`src/rtl/serial_ctrl_pkg.sv`:
```
// Shared definitions for the serial-mode MAC sequencer.
//   - Default widths for the RAM address, operand and tap-count buses.
//   - 3-bit state encoding for the sequencer FSM.
`timescale 1ns/1ps
package serial_ctrl_pkg;

    localparam int ADDR_W_DFLT = 6;
    localparam int DATA_W_DFLT = 8;
    localparam int CNT_W_DFLT  = 6;

    localparam logic [2:0] ST_IDLE  = 3'd0;
    localparam logic [2:0] ST_CLR   = 3'd1;
    localparam logic [2:0] ST_RD_W  = 3'd2;
    localparam logic [2:0] ST_RD_F  = 3'd3;
    localparam logic [2:0] ST_LAT_F = 3'd4;
    localparam logic [2:0] ST_ACC   = 3'd5;
    localparam logic [2:0] ST_DONE  = 3'd6;

    typedef enum logic [2:0] {
        S_IDLE  = ST_IDLE,
        S_CLR   = ST_CLR,
        S_RD_W  = ST_RD_W,
        S_RD_F  = ST_RD_F,
        S_LAT_F = ST_LAT_F,
        S_ACC   = ST_ACC,
        S_DONE  = ST_DONE
    } state_e;

endpackage : serial_ctrl_pkg

```
`src/rtl/serial_mac_sched_tap_addr_gen.sv`:
```
// tap_addr_gen: tap counter and modulo address generation.
// Holds the base addresses and tap count latched at launch, the running tap
// index, and produces base+index (wrapping modulo 2^ADDR_W) for both vectors.
// Ports:
//   clk, rst_n       clock, asynchronous active-low reset
//   load_i           latch bases/count and clear the tap index
//   inc_i            advance the tap index
//   w_base_i/f_base_i/num_taps_i  launch-time parameters
//   w_addr_o/f_addr_o  current weight / feature addresses
//   last_tap_o       current index is the final tap
//   zero_taps_o      latched tap count is zero
`timescale 1ns/1ps
module tap_addr_gen
    import serial_ctrl_pkg::*;
#(
    parameter int ADDR_W = ADDR_W_DFLT,
    parameter int CNT_W  = CNT_W_DFLT
) (
    input  logic              clk,
    input  logic              rst_n,
    input  logic              load_i,
    input  logic              inc_i,
    input  logic [ADDR_W-1:0] w_base_i,
    input  logic [ADDR_W-1:0] f_base_i,
    input  logic [CNT_W-1:0]  num_taps_i,
    output logic [ADDR_W-1:0] w_addr_o,
    output logic [ADDR_W-1:0] f_addr_o,
    output logic              last_tap_o,
    output logic              zero_taps_o
);

    logic [ADDR_W-1:0] w_base_q, w_base_d;
    logic [ADDR_W-1:0] f_base_q, f_base_d;
    logic [CNT_W-1:0]  num_taps_q, num_taps_d;
    logic [CNT_W-1:0]  idx_q, idx_d;

    always_comb begin
        w_base_d   = w_base_q;
        f_base_d   = f_base_q;
        num_taps_d = num_taps_q;
        idx_d      = idx_q;
        if (load_i) begin
            w_base_d   = w_base_i;
            f_base_d   = f_base_i;
            num_taps_d = num_taps_i;
            idx_d      = '0;
        end else if (inc_i) begin
            // Index peaks at num_taps-2 before incrementing, so it never wraps.
            idx_d = idx_q + CNT_W'(1);
        end
    end

    always_ff @(posedge clk or negedge rst_n) begin
        if (!rst_n) begin
            w_base_q   <= '0;
            f_base_q   <= '0;
            num_taps_q <= '0;
            idx_q      <= '0;
        end else begin
            w_base_q   <= w_base_d;
            f_base_q   <= f_base_d;
            num_taps_q <= num_taps_d;
            idx_q      <= idx_d;
        end
    end

    // Sums are truncated to ADDR_W bits, giving modulo-2^ADDR_W wrap.
    assign w_addr_o    = w_base_q + ADDR_W'(idx_q);
    assign f_addr_o    = f_base_q + ADDR_W'(idx_q);
    assign last_tap_o  = (idx_q == (num_taps_q - CNT_W'(1)));
    assign zero_taps_o = (num_taps_q == '0);

endmodule : tap_addr_gen

```
`src/rtl/serial_mac_sched.sv`:
```
// serial_mac_sched: sequencer for the serial-mode MAC datapath.
// Steps a single-port synchronous RAM through alternating weight/feature
// reads, registers each operand pair and strobes the PE accumulator.
// Ports:
//   clk, rst            clock, asynchronous active-low reset
//   start               launch request (honoured in IDLE only)
//   w_base, f_base      vector base addresses, latched at launch
//   num_taps            tap count, latched at launch
//   ram_addr, ram_we    RAM address / write enable (always 0)
//   ram_q               RAM read data, one cycle after ram_addr
//   w_out, f_out        registered operands to the PE
//   acc_clr, acc_en     accumulator clear / per-tap accumulate strobes
//   busy, done          run in progress / one-cycle completion pulse
`timescale 1ns/1ps
module serial_mac_sched
    import serial_ctrl_pkg::*;
#(
    parameter int ADDR_W = ADDR_W_DFLT,
    parameter int DATA_W = DATA_W_DFLT,
    parameter int CNT_W  = CNT_W_DFLT
) (
    input  logic              clk,
    input  logic              rst,
    input  logic              start,
    input  logic [ADDR_W-1:0] w_base,
    input  logic [ADDR_W-1:0] f_base,
    input  logic [CNT_W-1:0]  num_taps,
    output logic [ADDR_W-1:0] ram_addr,
    output logic              ram_we,
    input  logic [DATA_W-1:0] ram_q,
    output logic [DATA_W-1:0] w_out,
    output logic [DATA_W-1:0] f_out,
    output logic              acc_clr,
    output logic              acc_en,
    output logic              busy,
    output logic              done
);

    state_e            state_q, state_d;
    logic [DATA_W-1:0] w_out_q, w_out_d;
    logic [DATA_W-1:0] f_out_q, f_out_d;

    logic              load, inc;
    logic [ADDR_W-1:0] w_addr, f_addr;
    logic              last_tap, zero_taps;

    logic [ADDR_W-1:0] ram_addr_c;
    logic              acc_clr_c, acc_en_c, busy_c, done_c;

    tap_addr_gen #(
        .ADDR_W (ADDR_W),
        .CNT_W  (CNT_W)
    ) u_tap_addr_gen (
        .clk         (clk),
        .rst_n       (rst),
        .load_i      (load),
        .inc_i       (inc),
        .w_base_i    (w_base),
        .f_base_i    (f_base),
        .num_taps_i  (num_taps),
        .w_addr_o    (w_addr),
        .f_addr_o    (f_addr),
        .last_tap_o  (last_tap),
        .zero_taps_o (zero_taps)
    );

    always_comb begin
        state_d    = state_q;
        w_out_d    = w_out_q;
        f_out_d    = f_out_q;
        load       = 1'b0;
        inc        = 1'b0;
        ram_addr_c = '0;
        acc_clr_c  = 1'b0;
        acc_en_c   = 1'b0;
        busy_c     = 1'b1;
        done_c     = 1'b0;
        unique case (state_q)
            S_IDLE: begin
                busy_c = 1'b0;
                if (start) begin
                    load    = 1'b1;
                    state_d = S_CLR;
                end
            end
            S_CLR: begin
                acc_clr_c = 1'b1;
                state_d   = zero_taps ? S_DONE : S_RD_W;
            end
            S_RD_W: begin
                ram_addr_c = w_addr;
                state_d    = S_RD_F;
            end
            S_RD_F: begin
                // ram_q now carries the weight addressed in RD_W.
                ram_addr_c = f_addr;
                w_out_d    = ram_q;
                state_d    = S_LAT_F;
            end
            S_LAT_F: begin
                // ram_q now carries the feature addressed in RD_F.
                f_out_d = ram_q;
                state_d = S_ACC;
            end
            S_ACC: begin
                acc_en_c = 1'b1;
                if (last_tap) begin
                    state_d = S_DONE;
                end else begin
                    inc     = 1'b1;
                    state_d = S_RD_W;
                end
            end
            S_DONE: begin
                done_c  = 1'b1;
                state_d = S_IDLE;
            end
            default: begin
                busy_c  = 1'b0;
                state_d = S_IDLE;
            end
        endcase
    end

    always_ff @(posedge clk or negedge rst) begin
        if (!rst) begin
            state_q <= S_IDLE;
            w_out_q <= '0;
            f_out_q <= '0;
        end else begin
            state_q <= state_d;
            w_out_q <= w_out_d;
            f_out_q <= f_out_d;
        end
    end

    assign ram_addr = ram_addr_c;
    assign ram_we   = 1'b0;
    assign w_out    = w_out_q;
    assign f_out    = f_out_q;
    assign acc_clr  = acc_clr_c;
    assign acc_en   = acc_en_c;
    assign busy     = busy_c;
    assign done     = done_c;

endmodule : serial_mac_sched

```
`config.mk`:
```
export PLATFORM = sky130hd
export DESIGN_NAME = serial_mac_sched
export DESIGN_NICKNAME = d
export VERILOG_FILES = /design/src/rtl/serial_ctrl_pkg.sv /design/src/rtl/serial_mac_sched_tap_addr_gen.sv /design/src/rtl/serial_mac_sched.sv
export SDC_FILE = /design/constraint.sdc
export NUM_CORES = 1
export LEC_CHECK = 0
export BUFFER_PORTS_ARGS = -buffer_cell sky130_fd_sc_hd__buf_2
export CAP_MARGIN = 20
export CORE_MARGIN = 8
export CORE_UTILIZATION = 44
export DETAILED_ROUTE_END_ITERATION = 6
export PLACE_DENSITY = 0.68
export SYNTH_ARGS = -nofsm -noshare
export SYNTH_HDL_FRONTEND = slang
export SYNTH_SLANG_ARGS = --single-unit
```
`constraint.sdc`:
```
create_clock -name clk -period 5.3 [get_ports clk]
set_clock_uncertainty 0.1 [all_clocks]
set_input_delay 0.795 -clock clk [delete_from_list [all_inputs] [get_ports clk]]
set_output_delay 0.795 -clock clk [all_outputs]
set_load 0.1 [all_outputs]
```
---- Yosys cells after proc, flatten, opt, wreduce, memory -nomap -nowiden ----
Index checks and enable logic that the tools add are counted.
cells by class
  $add $sub $neg .......................... 4
  mux-type cells .......................... 15
  reductions and logical operators ........ 4
  equal/unequal tests ..................... 8
operators by type and width
  kind                                              count
  case mux 3 bit (6 select lines)                   1
  adder 6 bit                                       2
  2-to-1 mux 6 bit                                  2
  case mux 6 bit (2 select lines)                   1
  == test 3 bit, second input constant              3
  2-to-1 mux 3 bit                                  3
  2-to-1 mux 1 bit                                  8
  adder 6 x 1 -> 6 bit, second input constant       1
  == test 3 x 2 -> 1 bit, second input constant     2
  == test 6 bit                                     1
  zero test 6 bit                                   1
  OR reduction 6 bit                                1
  subtractor 6 x 1 -> 6 bit, second input constant  1
  == test 3 x 1 -> 1 bit, second input constant     1
  zero test 3 bit                                   1
  inequality test 2 bit, second input constant      1
  nonzero test 2 bit                                1
word-level totals
  output and inout bits ................... 27
  input bits .............................. 29
  word-level logic and storage cells ...... 38
  flip-flop bits (word level) ............. 43

---- Logic depth before layout (Yosys ltp) ----
Gate-level depths: netlist (run 1).
  word-level depth ........................ 6
  mapped depth ............................ 12
  mapped depth without buffers ............ 11

---- Hierarchy ----
A second synthesis (run 1) with hierarchy kept.
second synthesis, totals
  cell total of the unflattened synthesis .. 207
  area total of the unflattened synthesis .. 2,379.8 µm²
modules (own cells, without submodules)
  module            seq. area each (µm²)  instances  cells each  area each (µm²)
  tap_addr_gen      600.6                 1          133         1,475.2
  serial_mac_sched  475.5                 1          74          904.6

---- Worst setup path after synthesis (run 1) ----
Ideal clock, no wire load.
  kind .................................... register to output
  start ................................... reg state_q[2]
  end ..................................... out ram_addr[5]
  data required time ...................... 4.405 ns
  setup slack ............................. 0.659 ns
  cell stages (with the launch flop) ...... 12
  buffers on the path ..................... 2
  arrival ................................. 3.746 ns
  cell sequence ........................... dfrtp_1 -> buf_2 -> nor2_1 -> nand2_1 -> buf_2 -> mux2_2 -> ha_1 -> a21o_1 -> a21oi_1 -> o21bai_1 -> a21oi_1 -> mux2i_1
on the way
  longest elaborated chain between the ends .. 2
  elaborated cells on any way between the ends .. 3
  classes of those cells .................. eq/ne: 2; mux: 1
ends and longest elaborated chain
  element                              RTL line                 RTL
  start, declared                      serial_mac_sched.sv:39   state_e state_q, state_d;
  start signal, assigned               serial_mac_sched.sv:131  state_q <= state_d;
  == test 3 x 2 -> 1 bit               serial_mac_sched.sv:78   unique case (state_q)
  case mux 6 bit (2 select lines) (*)  serial_mac_sched.sv:78
  end, declared                        serial_mac_sched.sv:28   output logic [ADDR_W-1:0] ram_addr,
Mark *: on every way between the ends. The rest lies on a longest branch, timed or not.

---- Final worst setup path (run 1) ----
  start ................................... reg state_q[1]
  end ..................................... out ram_addr[5]
The elaborated chain is that of the path after synthesis.

==> out/results.tsv, run 1 <==
stage	metric	value	unit
critical_path	required	4.41	ns
global_route	grt_pass1_wl	8404	um
status	status	finished clean	
cells_and_area	n_antenna_cell	0	
synthesis	syn_inst	223	
worst_hold_path	hold-path-endpoint	u_tap_addr_gen.f_base_q[3]	
worst_hold_path	min_from	u_tap_addr_gen.f_base_q[3]	
clocking	clock_path_buffers	2	
detailed_routing	wl_per_cell	14.30	um
detailed_routing	vias_per_cell	4.934	
critical_path	crit_fanout	13	
cells_and_area	nFillCells	486	
cells_and_area	fin_nets	313	
sta	fin_setup_tns	0	ns
clocking	cts-buffers-inserted	5	
clocking	clkSlewWorstSetupHoldPaths	0.08	ns
placed_design	hpwl	3730	um
sta	rsz0062_at_grt	false	
detailed_routing	vias	1712	
detailed_routing	drc	0	
sta	maxSlewViolCount	0	
synthesis	synthMuxAreaShare	13.99	%
sta	setup_viol	0	
critical_path	critPathArrivalTime	3.52	ns
synthesis	syn-num-nets	260	
global_route	grt_max_degree	44	
floorplanning	coreArea	5042	sq um
clocking	postCtsSetupRepairBufs	0	
synthesis	synth_xor_area_share	3.872	%
sta	hold_viol_final	0	
sta	fmax	0.2267	GHz
synthesis	synth_top_family_by_area	simple AND/OR/NAND/NOR gates	
global_route	grt_use_total	13.89	%
cells_and_area	layout-drive-gt1-share	33.21	%
floorplanning	io_pins	56	
floorplanning	die_x	87.70	um
floorplanning	die_area	7691	sq um
critical_path	r2r_start	state_q[1]	
cells_and_area	mostFrequentLayoutCells	58 x nand2_1, 54 x buf_2, 43 x dfrtp_1	
placed_design	io_buffers	54	
synthesis	yosys.area_share.adder	4.757	%
floorplanning	die_y	87.70	um
synthesis	synth_area	2262	sq um
sta	relSlewSlack	36.10	%
clocking	clock-sinks	43	
sta	min_period	4.412	ns
global_route	antenna_found_initial	0	
synthesis	synth.avg_cell_area	10.14	sq um
clocking	cts_resized	0	
critical_path	r2r_cells	4	
clocking	ctsHoldBuffers	0	
clocking	clock_latency	0.30	ns
detailed_routing	drt_first_pass_iters	4	
placed_design	gp_congestion	0.7917	
detailed_routing	drtAntennaViolNets	0	
critical_path	endpoint_kind	output pin	
worst_hold_path	whs_path_depth	2	
synthesis	yosys_warnings	0	
synthesis	synth_compound_area_share	7.522	%
synthesis	synth-simple-area-share	18.97	%
sta	fin_crit_sh	83.24	%
cells_and_area	layout.cells.most_common	nand2_1	
clocking	clock-root-buffer	clkbuf_8	
floorplanning	initial_core_util	44.86	%
critical_path	critical_path_class	reg2out	
synthesis	seq_area_frac_synth	47.57	%
synthesis	ys_types	39	
critical_path	worstSetupStartpointType	flop	
synthesis	ys_ff_latch	43	
global_route	grt_overflow_total	0	
critical_path	rrSetupSlack	3.33	ns
sta	worst_pin_slew	0.9586	ns
floorplanning	std_cell_rows	26	
clocking	cts_tree	done	
worst_hold_path	hold_class	reg2reg	
sta	holdWs	0.3722	ns
detailed_routing	first_iter_violations	72	
clocking	htreeDepth	2	
job	cap_violations	0	
detailed_routing	wl	4962	um
cells_and_area	synthToLayoutAreaGrowth	20.63	%
global_route	grt_pass1_vias	1740	
critical_path	r2r-end	u_tap_addr_gen.num_taps_q[4]	
## cells in the mapped netlist
cell	instances	area share, %
mux2_2	21	10
buf_2	3	0.66
and4_1	1	0.39
a211oi_1	1	0.33
ha_1	7	3.9
a21oi_1	5	1.1
mux2i_1	8	3.5
nor3_2	1	0.44
conb_1	1	0.17
a21o_1	2	0.66
nor4b_1	1	0.39
o21ai_0	3	0.66
a32oi_4	1	1.2
inv_1	7	1.2
dfrtp_1	43	48
nand2b_1	4	1.1
xnor2_1	7	2.7
o2111ai_1	1	0.39
o21ai_2	1	0.39
o21bai_1	1	0.33
nor4_1	1	0.28
nor3b_1	1	0.33
and3_1	5	1.4
clkbuf_1	5	0.83
a31o_1	1	0.39
nand2_1	58	9.6
nand3_1	2	0.44
a31oi_1	1	0.28
nand4b_4	1	1.1
fa_1	1	0.88
or2_2	1	0.28
xor2_1	3	1.2
nor2_1	13	2.2
o21ai_1	2	0.44
inv_2	1	0.17
o211ai_1	4	1.3
buf_4	1	0.33
nor4b_2	1	0.66
nor3_1	2	0.44
## final cells by class
class,count,area (sq um),share of cell area (%)
inverter,8,30.03,1.100
clock buffer,5,68.82,2.522
tap,70,87.58,3.210
clock inverter,3,67.56,2.476
sequential,43,1076,39.43
multi-input combinational,163,1121,41.08
timing repair buffer,55,277.8,10.18
## cell families after synthesis
logic type	Yosys count
AO/OA/AOI/OAI	23
other	1
XOR/XNOR	10
AND/OR/NAND/NOR	92
adder cells (fa/ha/maj)	8
multiplexers	29
flip-flops	43
buffers and inverters	17
## worst max-delay path: stages, from the launching register on
cell and delay (ns):
dfrtp_1 0.57, inv_1 0.13, nor2_1 0.15, nand2_1 0.36
mux2_2 0.44, ha_1 0.28, a21o_1 0.17, a21oi_1 0.23
o21bai_1 0.09, a21oi_1 0.17, mux2i_1 0.19, buf_2 0.44
## stage by stage
step           area, sq um  setup slack (ns)  std cells  utilization (%)
2_1_floorplan         2262            0.6592        223                -
5_1_grt               2729            0.5660        347            54.12
3_5_place_dp          2592             1.230        339            51.41
3_3_place_gp          2592             1.321        339            51.41
4_1_cts               2729            0.8861        347            54.12
6_report              2729            0.8883        347            54.12
## flip-flops by register name, summed over array words and instances (netlist names)
signal                     count
u_tap_addr_gen.f_base_q        6
w_out                          8
state_q                        3
u_tap_addr_gen.idx_q           6
u_tap_addr_gen.w_base_q        6
f_out                          8
u_tap_addr_gen.num_taps_q      6
## routing by layer
metal | vias to the layer above | global-route usage (%) | part of all wire (%)
li1 | 852 | - | -
met1 | 823 | 18.31 | 47
met2 | 33 | 21.68 | 48
met3 | 4 | 3.565 | 3.5
met4 | 0 | 4.219 | 0.93
met5 | - | 0 | 0
## worst max path at each step
stage	startpoint	to	slack (ns)
2_1_floorplan	state_q[2]	ram_addr[5]	0.66
3_3_place_gp	state_q[1]	ram_addr[5]	1.32
3_5_place_dp	state_q[1]	ram_addr[5]	1.23
4_1_cts	state_q[1]	ram_addr[5]	0.89
5_1_grt	state_q[1]	ram_addr[5]	0.57
6_report	state_q[1]	ram_addr[5]	0.89
Power of run 1 is left out: the tool's default activity adds up to more than one toggle a clock period on the data nets, which glitch-free logic cannot reach.
==> run 2, diff against run 1 <==
--- a/config.mk
+++ b/config.mk
@@ -10,7 +10,7 @@
 export CORE_MARGIN = 8
 export CORE_UTILIZATION = 44
 export DETAILED_ROUTE_END_ITERATION = 6
-export PLACE_DENSITY = 0.68
+export PLACE_DENSITY = 0.71
 export SYNTH_ARGS = -nofsm -noshare
 export SYNTH_HDL_FRONTEND = slang
 export SYNTH_SLANG_ARGS = --single-unit
==> constraint.sdc (replaced) <==
create_clock -name clk -period 3.76 [get_ports clk]
set_clock_uncertainty 0.1 [all_clocks]
set_input_delay 0.564 -clock clk [delete_from_list [all_inputs] [get_ports clk]]
set_output_delay 0.564 -clock clk [all_outputs]
set_load 0.1 [all_outputs]
==> out/results.tsv, run 2 (synthesis gave the netlist of run 1 again) <==
stage	metric	value	unit
status	status	finished clean	
cells_and_area	layout.cells.most_common	nand2_1	
clocking	ctsHoldBuffers	0	
critical_path	rrSetupSlack	1.78	ns
detailed_routing	drt_first_pass_iters	4	
sta	hold_viol_final	0	
detailed_routing	wl	5235	um
critical_path	crit_family	compound AO/OA/AOI/OAI gates	
critical_path	r2r_cells	5	
critical_path	crit_path_frequent_cell	a21oi_1	
floorplanning	initial_core_util	44.86	%
floorplanning	std_cell_rows	26	
floorplanning	io_pins	56	
global_route	antenna_found_initial	0	
detailed_routing	wl_per_cell	15.00	um
critical_path	max_stage_delay	0.40	ns
sta	relSlewSlack	35.56	%
clocking	htreeDepth	2	
global_route	grt_max_degree	44	
global_route	grt_overflow_total	0	
cells_and_area	fin_nets	315	
critical_path	crit_chain	inv_1 -> nor2_1 -> nand2_1 -> mux2_2 -> ha_1 -> a21o_1 -> a21oi_1 -> o21bai_1 -> a21oi_1 -> mux2i_2 -> buf_12	
clocking	cts_tree	done	
cells_and_area	mostFrequentLayoutCells	58 x nand2_1, 49 x buf_2, 42 x dfrtp_1	
cells_and_area	n_antenna_cell	0	
detailed_routing	vias	1779	
detailed_routing	drc	0	
clocking	cts-buffers-inserted	5	
worst_hold_path	hold_class	in2async	
critical_path	cp_num_buf_inv	2	
sta	rsz0062_at_grt	false	
placed_design	hpwl	3809	um
sta	fin_crit_sh	94.33	%
detailed_routing	vias_per_cell	5.097	
critical_path	critical_path_class	reg2out	
cells_and_area	utilization	56.08	%
placed_design	gp_congestion	0.7593	
sta	setup_viol	0	
floorplanning	die_area	7691	sq um
floorplanning	die_x	87.70	um
global_route	grt_pass1_vias	1849	
floorplanning	die_y	87.70	um
critical_path	worstSetupStartpointType	flop	
job	cap_violations	0	
global_route	grt_pass1_wl	8845	um
clocking	clock-root-buffer	clkbuf_8	
placed_design	io_buffers	54	
sta	maxSlewViolCount	0	
clocking	clock-sinks	43	
clocking	clock_path_buffers	2	
cells_and_area	synthToLayoutAreaGrowth	25.00	%
detailed_routing	drtAntennaViolNets	0	
critical_path	critPathArrivalTime	2.88	ns
critical_path	r2r-end	u_tap_addr_gen.num_taps_q[0]	
critical_path	endpoint_kind	output pin	
detailed_routing	first_iter_violations	162	
sta	fmax	0.2819	GHz
critical_path	r2r_start	state_q[1]	
global_route	grt_use_total	14.76	%
floorplanning	coreArea	5042	sq um
critical_path	worstSetupStartpoint	state_q[1]	
sta	worst_pin_slew	0.9666	ns
sta	min_period	3.547	ns
clocking	clkSlewWorstSetupHoldPaths	0.09	ns
cells_and_area	layout-drive-gt1-share	35.13	%
critical_path	crit_fanout	4	
clocking	clock_latency	0.30	ns
critical_path	slowest_stage	dfrtp_1	
critical_path	required	3.10	ns
run 2: cell types whose count changed in the layout (fill, tap and decap cells not counted), sizes merged:
cell and change:
buf +2, clkbuf +1, clkinvlp -1
run 2: worst register-to-register path, cell delays in order (launching register included):
cell	delay, ns
dfrtp_1	0.40
buf_4	0.19
nor4b_2	0.75
buf_4	0.32
nand2_1	0.07
o21ai_0	0.07
run 2: per-layer routing:
| layer | GRT usage [%] | vias to the layer above | share of wire (%) |
|---|---|---|---|
| met4 | 7.344 | 0 | 2.1 |
| met2 | 24.21 | 43 | 51 |
| met5 | 0 | - | 0 |
| met3 | 3.565 | 9 | 4.4 |
| met1 | 17.58 | 868 | 43 |
| li1 | - | 859 | - |
run 2: layout make-up:
cell class / instances / area [sq um]
fill: 453 / 2215
tap: 70 / 87.58
inverter: 8 / 30.03
clock buffer: 6 / 72.57
clock inverter: 2 / 60.06
multi-input combinational: 163 / 1132
timing repair buffer: 57 / 367.9
sequential: 43 / 1077
run 2: how the worst max path moves through the flow:
stage	slack, ns	to	cells after the start
2_1_floorplan	-0.16	ram_addr[5]	11
5_1_grt	0.009	ram_addr[5]	10
3_3_place_gp	0.54	ram_addr[5]	10
3_5_place_dp	0.49	ram_addr[5]	10
6_report	0.21	ram_addr[5]	11
4_1_cts	0.13	ram_addr[5]	10
run 2: repair_timing:
action	4_1_cts	5_1_grt
resized for setup	0	1
setup buffers	0	0
endpoints found under the setup margin	0	1
run 2: stage by stage:
stage | cells | instance area (sq um) | setup WS, ns | hold slack (ns) | setup TNS, ns
6_report | 349 | 2828 | 0.2132 | 0.3186 | 0
5_1_grt | 349 | 2828 | 0.008985 | 0.3548 | 0
4_1_cts | 349 | 2826 | 0.1322 | 0.3427 | 0
3_5_place_dp | 341 | 2694 | 0.4916 | 0.3631 | 0
3_3_place_gp | 341 | 2694 | 0.5363 | 0.3571 | 0
2_1_floorplan | 223 | 2273 | -0.1589 | 0.1684 | -0.1589
Power of run 2 is left out for the same reason.
